==> config.mk <==
export PLATFORM = sky130hd
export DESIGN_NAME = counter_sweep_ctrl
export DESIGN_NICKNAME = d
export VERILOG_FILES = /design/src/rtl/counter_sweep_ctrl.sv
export SDC_FILE = /design/constraint.sdc
export NUM_CORES = 1
export LEC_CHECK = 0
export CAP_MARGIN = 20
export CORE_UTILIZATION = 50
export DETAILED_ROUTE_END_ITERATION = 7
export PLACE_DENSITY = 0.87
export SETUP_SLACK_MARGIN = 0.05
export SLEW_MARGIN = 20
export SYNTH_ARGS = -nofsm -noshare
export SYNTH_HDL_FRONTEND = slang
export SYNTH_SLANG_ARGS = --single-unit
==> constraint.sdc <==
create_clock -name clk -period 2.6 [get_ports clk]
set_input_delay 0.52 -clock clk [delete_from_list [all_inputs] [get_ports clk]]
set_output_delay 0.52 -clock clk [all_outputs]
set_load 0.01 [all_outputs]
==> src/rtl/counter_sweep_ctrl.sv <==
`default_nettype none
// ============================================================================
//  Module   : counter_sweep_ctrl
//  Purpose  : Sequencer for an external up/down counter. Clears the counter,
//             seeks up to a programmed low limit, then performs N ping-pong
//             sweeps lo->hi->lo and reports completion. The counter value is
//             read back on count_in_i so that enable/direction can be cut in
//             the same cycle a limit is reached (no overshoot).
//
//  Ports    :
//    clk           in   system clock, rising edge
//    rst           in   asynchronous active-high reset
//    start_i       in   1-cycle command pulse, sampled only when idle
//    stop_i        in   abort request, overrides every other input when busy
//    pause_i       in   level; freezes counting and sequencing while high
//    lo_lim_i      in   low sweep limit  (latched on accepted start)
//    hi_lim_i      in   high sweep limit (latched on accepted start)
//    n_sweeps_i    in   number of full sweeps (latched on accepted start)
//    count_in_i    in   counter value fed back from the counter output
//    cnt_en_o      out  counter enable
//    cnt_dir_o     out  counter direction (1 = up)
//    cnt_rst_o     out  counter synchronous clear request
//    busy_o        out  high in every state except idle
//    done_o        out  1-cycle pulse, all sweeps complete
//    aborted_o     out  1-cycle pulse, stop accepted while busy
//    err_o         out  1-cycle pulse, start rejected (bad limits / n = 0)
//    sweep_cnt_o   out  sweeps completed in the current run
//
//  Revision : 1.0  initial release
// ============================================================================
module counter_sweep_ctrl #(
    parameter int WIDTH   = 8,
    parameter int SWEEP_W = 8
) (
    input  logic               clk,
    input  logic               rst,
    input  logic               start_i,
    input  logic               stop_i,
    input  logic               pause_i,
    input  logic [WIDTH-1:0]   lo_lim_i,
    input  logic [WIDTH-1:0]   hi_lim_i,
    input  logic [SWEEP_W-1:0] n_sweeps_i,
    input  logic [WIDTH-1:0]   count_in_i,
    output logic               cnt_en_o,
    output logic               cnt_dir_o,
    output logic               cnt_rst_o,
    output logic               busy_o,
    output logic               done_o,
    output logic               aborted_o,
    output logic               err_o,
    output logic [SWEEP_W-1:0] sweep_cnt_o
);

    // ------------------------------------------------------------------------
    // State encoding
    // ------------------------------------------------------------------------
    typedef enum logic [2:0] {
        ST_IDLE  = 3'd0,
        ST_CLEAR = 3'd1,
        ST_SEEK  = 3'd2,
        ST_UP    = 3'd3,
        ST_DOWN  = 3'd4,
        ST_DONE  = 3'd5
    } state_t;

    state_t             state_q,     state_d;
    logic [WIDTH-1:0]   lo_q,        lo_d;
    logic [WIDTH-1:0]   hi_q,        hi_d;
    logic [SWEEP_W-1:0] n_q,         n_d;
    logic [SWEEP_W-1:0] sweep_cnt_q, sweep_cnt_d;
    logic               done_q,      done_d;
    logic               aborted_q,   aborted_d;
    logic               err_q,       err_d;

    // Combinational counter controls
    logic               w_cnt_en;
    logic               w_cnt_dir;
    logic               w_cnt_rst;

    // ------------------------------------------------------------------------
    // Helper terms
    // ------------------------------------------------------------------------
    logic               w_start_ok;
    logic               w_at_lo;
    logic               w_at_hi;
    logic [SWEEP_W-1:0] w_sweep_inc;
    logic               w_stop_busy;

    // A run is only accepted if there is a real span to sweep and at least
    // one sweep to do; unsigned full-width compare.
    assign w_start_ok  = (lo_lim_i < hi_lim_i) && (n_sweeps_i != '0);

    // Limit detection always uses the latched limits so that the host may
    // change lo_lim_i/hi_lim_i while a run is in progress.
    assign w_at_lo     = (count_in_i == lo_q);
    assign w_at_hi     = (count_in_i == hi_q);

    assign w_sweep_inc = sweep_cnt_q + SWEEP_W'(1);

    assign w_stop_busy = stop_i && (state_q != ST_IDLE);

    // ------------------------------------------------------------------------
    // State and datapath registers
    // ------------------------------------------------------------------------
    always_ff @(posedge clk or posedge rst) begin
        if (rst) begin
            state_q     <= ST_IDLE;
            lo_q        <= '0;
            hi_q        <= '0;
            n_q         <= '0;
            sweep_cnt_q <= '0;
            done_q      <= 1'b0;
            aborted_q   <= 1'b0;
            err_q       <= 1'b0;
        end else begin
            state_q     <= state_d;
            lo_q        <= lo_d;
            hi_q        <= hi_d;
            n_q         <= n_d;
            sweep_cnt_q <= sweep_cnt_d;
            done_q      <= done_d;
            aborted_q   <= aborted_d;
            err_q       <= err_d;
        end
    end

    // ------------------------------------------------------------------------
    // Next-state and output logic
    // ------------------------------------------------------------------------
    always_comb begin
        state_d     = state_q;
        lo_d        = lo_q;
        hi_d        = hi_q;
        n_d         = n_q;
        sweep_cnt_d = sweep_cnt_q;
        done_d      = 1'b0;
        aborted_d   = 1'b0;
        err_d       = 1'b0;
        w_cnt_en    = 1'b0;
        w_cnt_dir   = 1'b1;
        w_cnt_rst   = 1'b0;

        case (state_q)
            ST_IDLE: begin
                if (start_i) begin
                    if (w_start_ok) begin
                        lo_d        = lo_lim_i;
                        hi_d        = hi_lim_i;
                        n_d         = n_sweeps_i;
                        sweep_cnt_d = '0;
                        state_d     = ST_CLEAR;
                    end else begin
                        err_d = 1'b1;
                    end
                end
            end

            ST_CLEAR: begin
                w_cnt_rst = 1'b1;
                state_d   = ST_SEEK;
            end

            // In SEEK/UP/DOWN the enable drops in the very cycle the limit is
            // seen, so every turning point dwells exactly one cycle. While
            // paused the state is frozen as well, so the dwell is simply
            // extended by the pause length.
            ST_SEEK: begin
                w_cnt_dir = 1'b1;
                w_cnt_en  = !w_at_lo && !pause_i;
                if (!pause_i && w_at_lo) begin
                    state_d = ST_UP;
                end
            end

            ST_UP: begin
                w_cnt_dir = 1'b1;
                w_cnt_en  = !w_at_hi && !pause_i;
                if (!pause_i && w_at_hi) begin
                    state_d = ST_DOWN;
                end
            end

            ST_DOWN: begin
                w_cnt_dir = 1'b0;
                w_cnt_en  = !w_at_lo && !pause_i;
                if (!pause_i && w_at_lo) begin
                    // Returning to lo closes one full sweep.
                    sweep_cnt_d = w_sweep_inc;
                    if (w_sweep_inc == n_q) begin
                        state_d = ST_DONE;
                    end else begin
                        state_d = ST_UP;
                    end
                end
            end

            ST_DONE: begin
                done_d  = 1'b1;
                state_d = ST_IDLE;
            end

            default: begin
                state_d = ST_IDLE;
            end
        endcase

        // Abort overrides everything once a run is active: the counter is
        // frozen in this cycle and the sweep count keeps its value.
        if (w_stop_busy) begin
            state_d     = ST_IDLE;
            sweep_cnt_d = sweep_cnt_q;
            w_cnt_en    = 1'b0;
            w_cnt_rst   = 1'b0;
            done_d      = 1'b0;
            aborted_d   = 1'b1;
        end
    end

    // ------------------------------------------------------------------------
    // Outputs
    // ------------------------------------------------------------------------
    assign cnt_en_o    = w_cnt_en;
    assign cnt_dir_o   = w_cnt_dir;
    assign cnt_rst_o   = w_cnt_rst;
    assign busy_o      = (state_q != ST_IDLE);
    assign done_o      = done_q;
    assign aborted_o   = aborted_q;
    assign err_o       = err_q;
    assign sweep_cnt_o = sweep_cnt_q;

endmodule
`default_nettype wire

==> flow_summary.ini <==
[grt]
antenna_found_initial = 0
grt_remaining_overflow = 0
grt_pass1_wl_mm = 9.38
grt_max_degree = 39
track_usage = 0.250
grt_pass1_vias = 1934

[synthesis]
synthFlopType = dfrtp_1
async_flop_share = 1.00
avgSynthCellArea_um2 = 10.4
synth_edf_count = 0
ys_warn_count = 0
ys_seq_area_frac = 0.413
synth_cell_types = 42
synth_nets = 266
syn_area_mm2 = 0.00230
ys_seq_elements = 38
syn_inst = 221

[critical_path]
worstPathRequired_ns = 2.78
critPathMaxStageDelay_ns = 0.39
arrival_ns = 2.72
cp-end-kind = register
path_class = input port to register
critPathMaxFanout = 5
crit_chain = dlygate4sd2_1, inv_2, ha_4, a21o_1, a21o_1, a221o_1, a211oi_4, buf_6, buf_8, mux2_2
slowest_stage = a221o_1
cp_common_cell = a21o_1
start_kind = input port

[timing]
report.final.hold_viol_count = 0
final.setup.tns_ns = 0
timing.fmax_ghz = 0.394
worst_pin_slew_ns = 0.489
slew_headroom = 0.671
slew_violations = 0
finalSetupViolCount = 0
skew_ns = 0.00718
rsz0062_at_grt = yes
period_minus_slack_ns = 2.54
fin_crit_sh = 0.977

[detailed_routing]
wire_per_inst_um = 17.9
vias = 2026
drtIter0Drc = 162
drc = 0
finalWirelength_mm = 6.17
dr.pass1.iters = 4
final_antenna_net_count = 0
viasPerCell = 5.87

[cells_and_area]
drive_gt1_frac = 0.242
diodes = 0
design_area_mm2 = 0.00322
fin_nets = 338
layout_commonest_cell = dfrtp_1
final_cell_mix = 38 x dfrtp_1, 36 x clkdlybuf4s50_1, 23 x mux2_2
final_cells = 345
syn2layout_area_growth_pct = 39.8

[power]
pwr-share-seq = 0.384
ir_drop_mv = 0.467
switching_share = 0.356
power_switching_w = 0.000901
clockPowerShare = 0.154
internal_power_w = 0.00163
power_leakage_nw = 1.48
pwr_density_cell_mw_per_mm2 = 788
comb_power_share = 0.462

[placed_design]
gp_congestion = 0.815
place_area_mm2 = 0.00293
io_buffers = 51
place_inst = 329
dpl.hpwl_mm = 3.98

[clock_tree]
cts_sinks = 38
cts_buffer_depth = 2
clkTransAtPathRegs_ns = 0.07
cts_tree = done
clock-root-buffer = clkbuf_8
postCtsHoldBufs = 0
h-tree-depth = 2
clk_latency_ns = 0.30
cts_made_buffers = 5

[floorplan]
ios = 52
num_rows = 24
die_h_um = 69.8
dieArea_mm2 = 0.00487
die_w_um = 69.8
initial_core_util = 0.525
core_mm2 = 0.00438

[job]
max-cap-violations = 0

[min_path]
min_path_type = input port to register

[status]
status = finished, final reports clean
## layer usage
| layer | vias up | part of all wire | global-route usage |
|---|---|---|---|
| li1 | 938 | - | - |
| met1 | 980 | 0.40 | 0.314 |
| met2 | 85 | 0.50 | 0.411 |
| met3 | 23 | 0.065 | 0.0654 |
| met4 | 0 | 0.035 | 0.0933 |
| met5 | - | 0 | 0 |
## power by group through the flow
stage	logic, W	clock network (W)	registers [W]
2_1_floorplan	0.000697	0	0.000930
3_3_place_gp	0.000939	0	0.000960
3_5_place_dp	0.000974	0	0.000977
4_1_cts	0.00105	0.000389	0.000966
5_1_grt	0.00126	0.000427	0.000999
6_report	0.00117	0.000390	0.000973
## state kept, by name (all words and copies together) (netlist names)
signal / flops
aborted_o: 1
done_o: 1
err_o: 1
hi_q: 8
lo_q: 8
n_q: 8
state_q: 3
sweep_cnt_o: 8
## final timing paths
kind,to,slack (ns),from,cells past startpoint
max reg2reg,state_q[1],0.20,lo_q[6],11
max,lo_q[7],0.06,hi_lim_i[5],10
min in group asynchronous,sweep_cnt_o[0],0.62,rst,3
min,hi_q[1],0.50,hi_lim_i[1],2
min reg2reg,lo_q[0],0.53,lo_q[0],1
max in group asynchronous,hi_q[4],1.64,rst,3
## cells in the mapped netlist (all sizes together) (3+ instances only)
cell,n,area [um^2]
a21o,4,30.0
a21oi,6,30.0
a22o,5,43.8
buf,4,31.3
clkbuf,5,18.8
dfrtp,38,951
ha,8,100
inv,14,52.6
mux2,23,259
nand2,12,45.0
nand2b,3,18.8
nand3,4,20.0
nor2,14,52.6
nor3,12,60.1
nor4,6,50.0
o21ai,4,20.0
o22ai,5,31.3
o2bb2ai,4,35.0
or2,3,18.8
xnor2,6,52.6
xor2,19,166
## cells by family (layout without fill, tap and decap cells)
group                      after synthesis  after routing  share of synthesized area
buffers and inverters                   23             95                     0.0446
muxes                                   25             25                      0.121
xor gates and xnor gates                26             26                      0.105
DFF                                     38             38                      0.413
AOI/OAI and AO/OA                       42             42                      0.141
and+or+nand+nor                         59             59                      0.131
adders and majority gates                8              8                     0.0435
## repair_timing
item | 4_1_cts | 5_1_grt
resized for setup | 19 | 19
pin swaps | 8 | 9
cloned | 2 | 1
endpoints found under the setup margin | 33 | 35
setup buffers | 6 | 0
## area by class of cell
| cell class | count | area (um^2) |
|---|---|---|
| clock buffers | 7 | 76.3 |
| repair buffers | 74 | 747 |
| flip-flops and latches | 38 | 951 |
| well taps | 52 | 65.1 |
| inverters | 14 | 52.6 |
| fillers | 292 | 1170 |
| multi-input cells | 160 | 1320 |
## metrics by stage
step	power, W	setup WS, ns	util	hold WS (ns)
3_3_place_gp	0.00190	-0.414	0.668	0.510
6_report	0.00253	0.0600	0.733	0.498
5_1_grt	0.00269	-0.0295	0.733	0.518
2_1_floorplan	0.00163	0.109	-	0.501
4_1_cts	0.00241	0.0139	0.710	0.532
3_5_place_dp	0.00195	-0.495	0.668	0.517
## worst max-delay path, delay by kind of cell
kind,cells,cell delay (ns)
AO/OA/AOI/OAI,4,1.02
multiplexers,1,0.35
adder cells (fa/ha/maj),1,0.20
buffers and inverters,4,0.62
No activity file was read; power rests on OpenSTA's default activity.
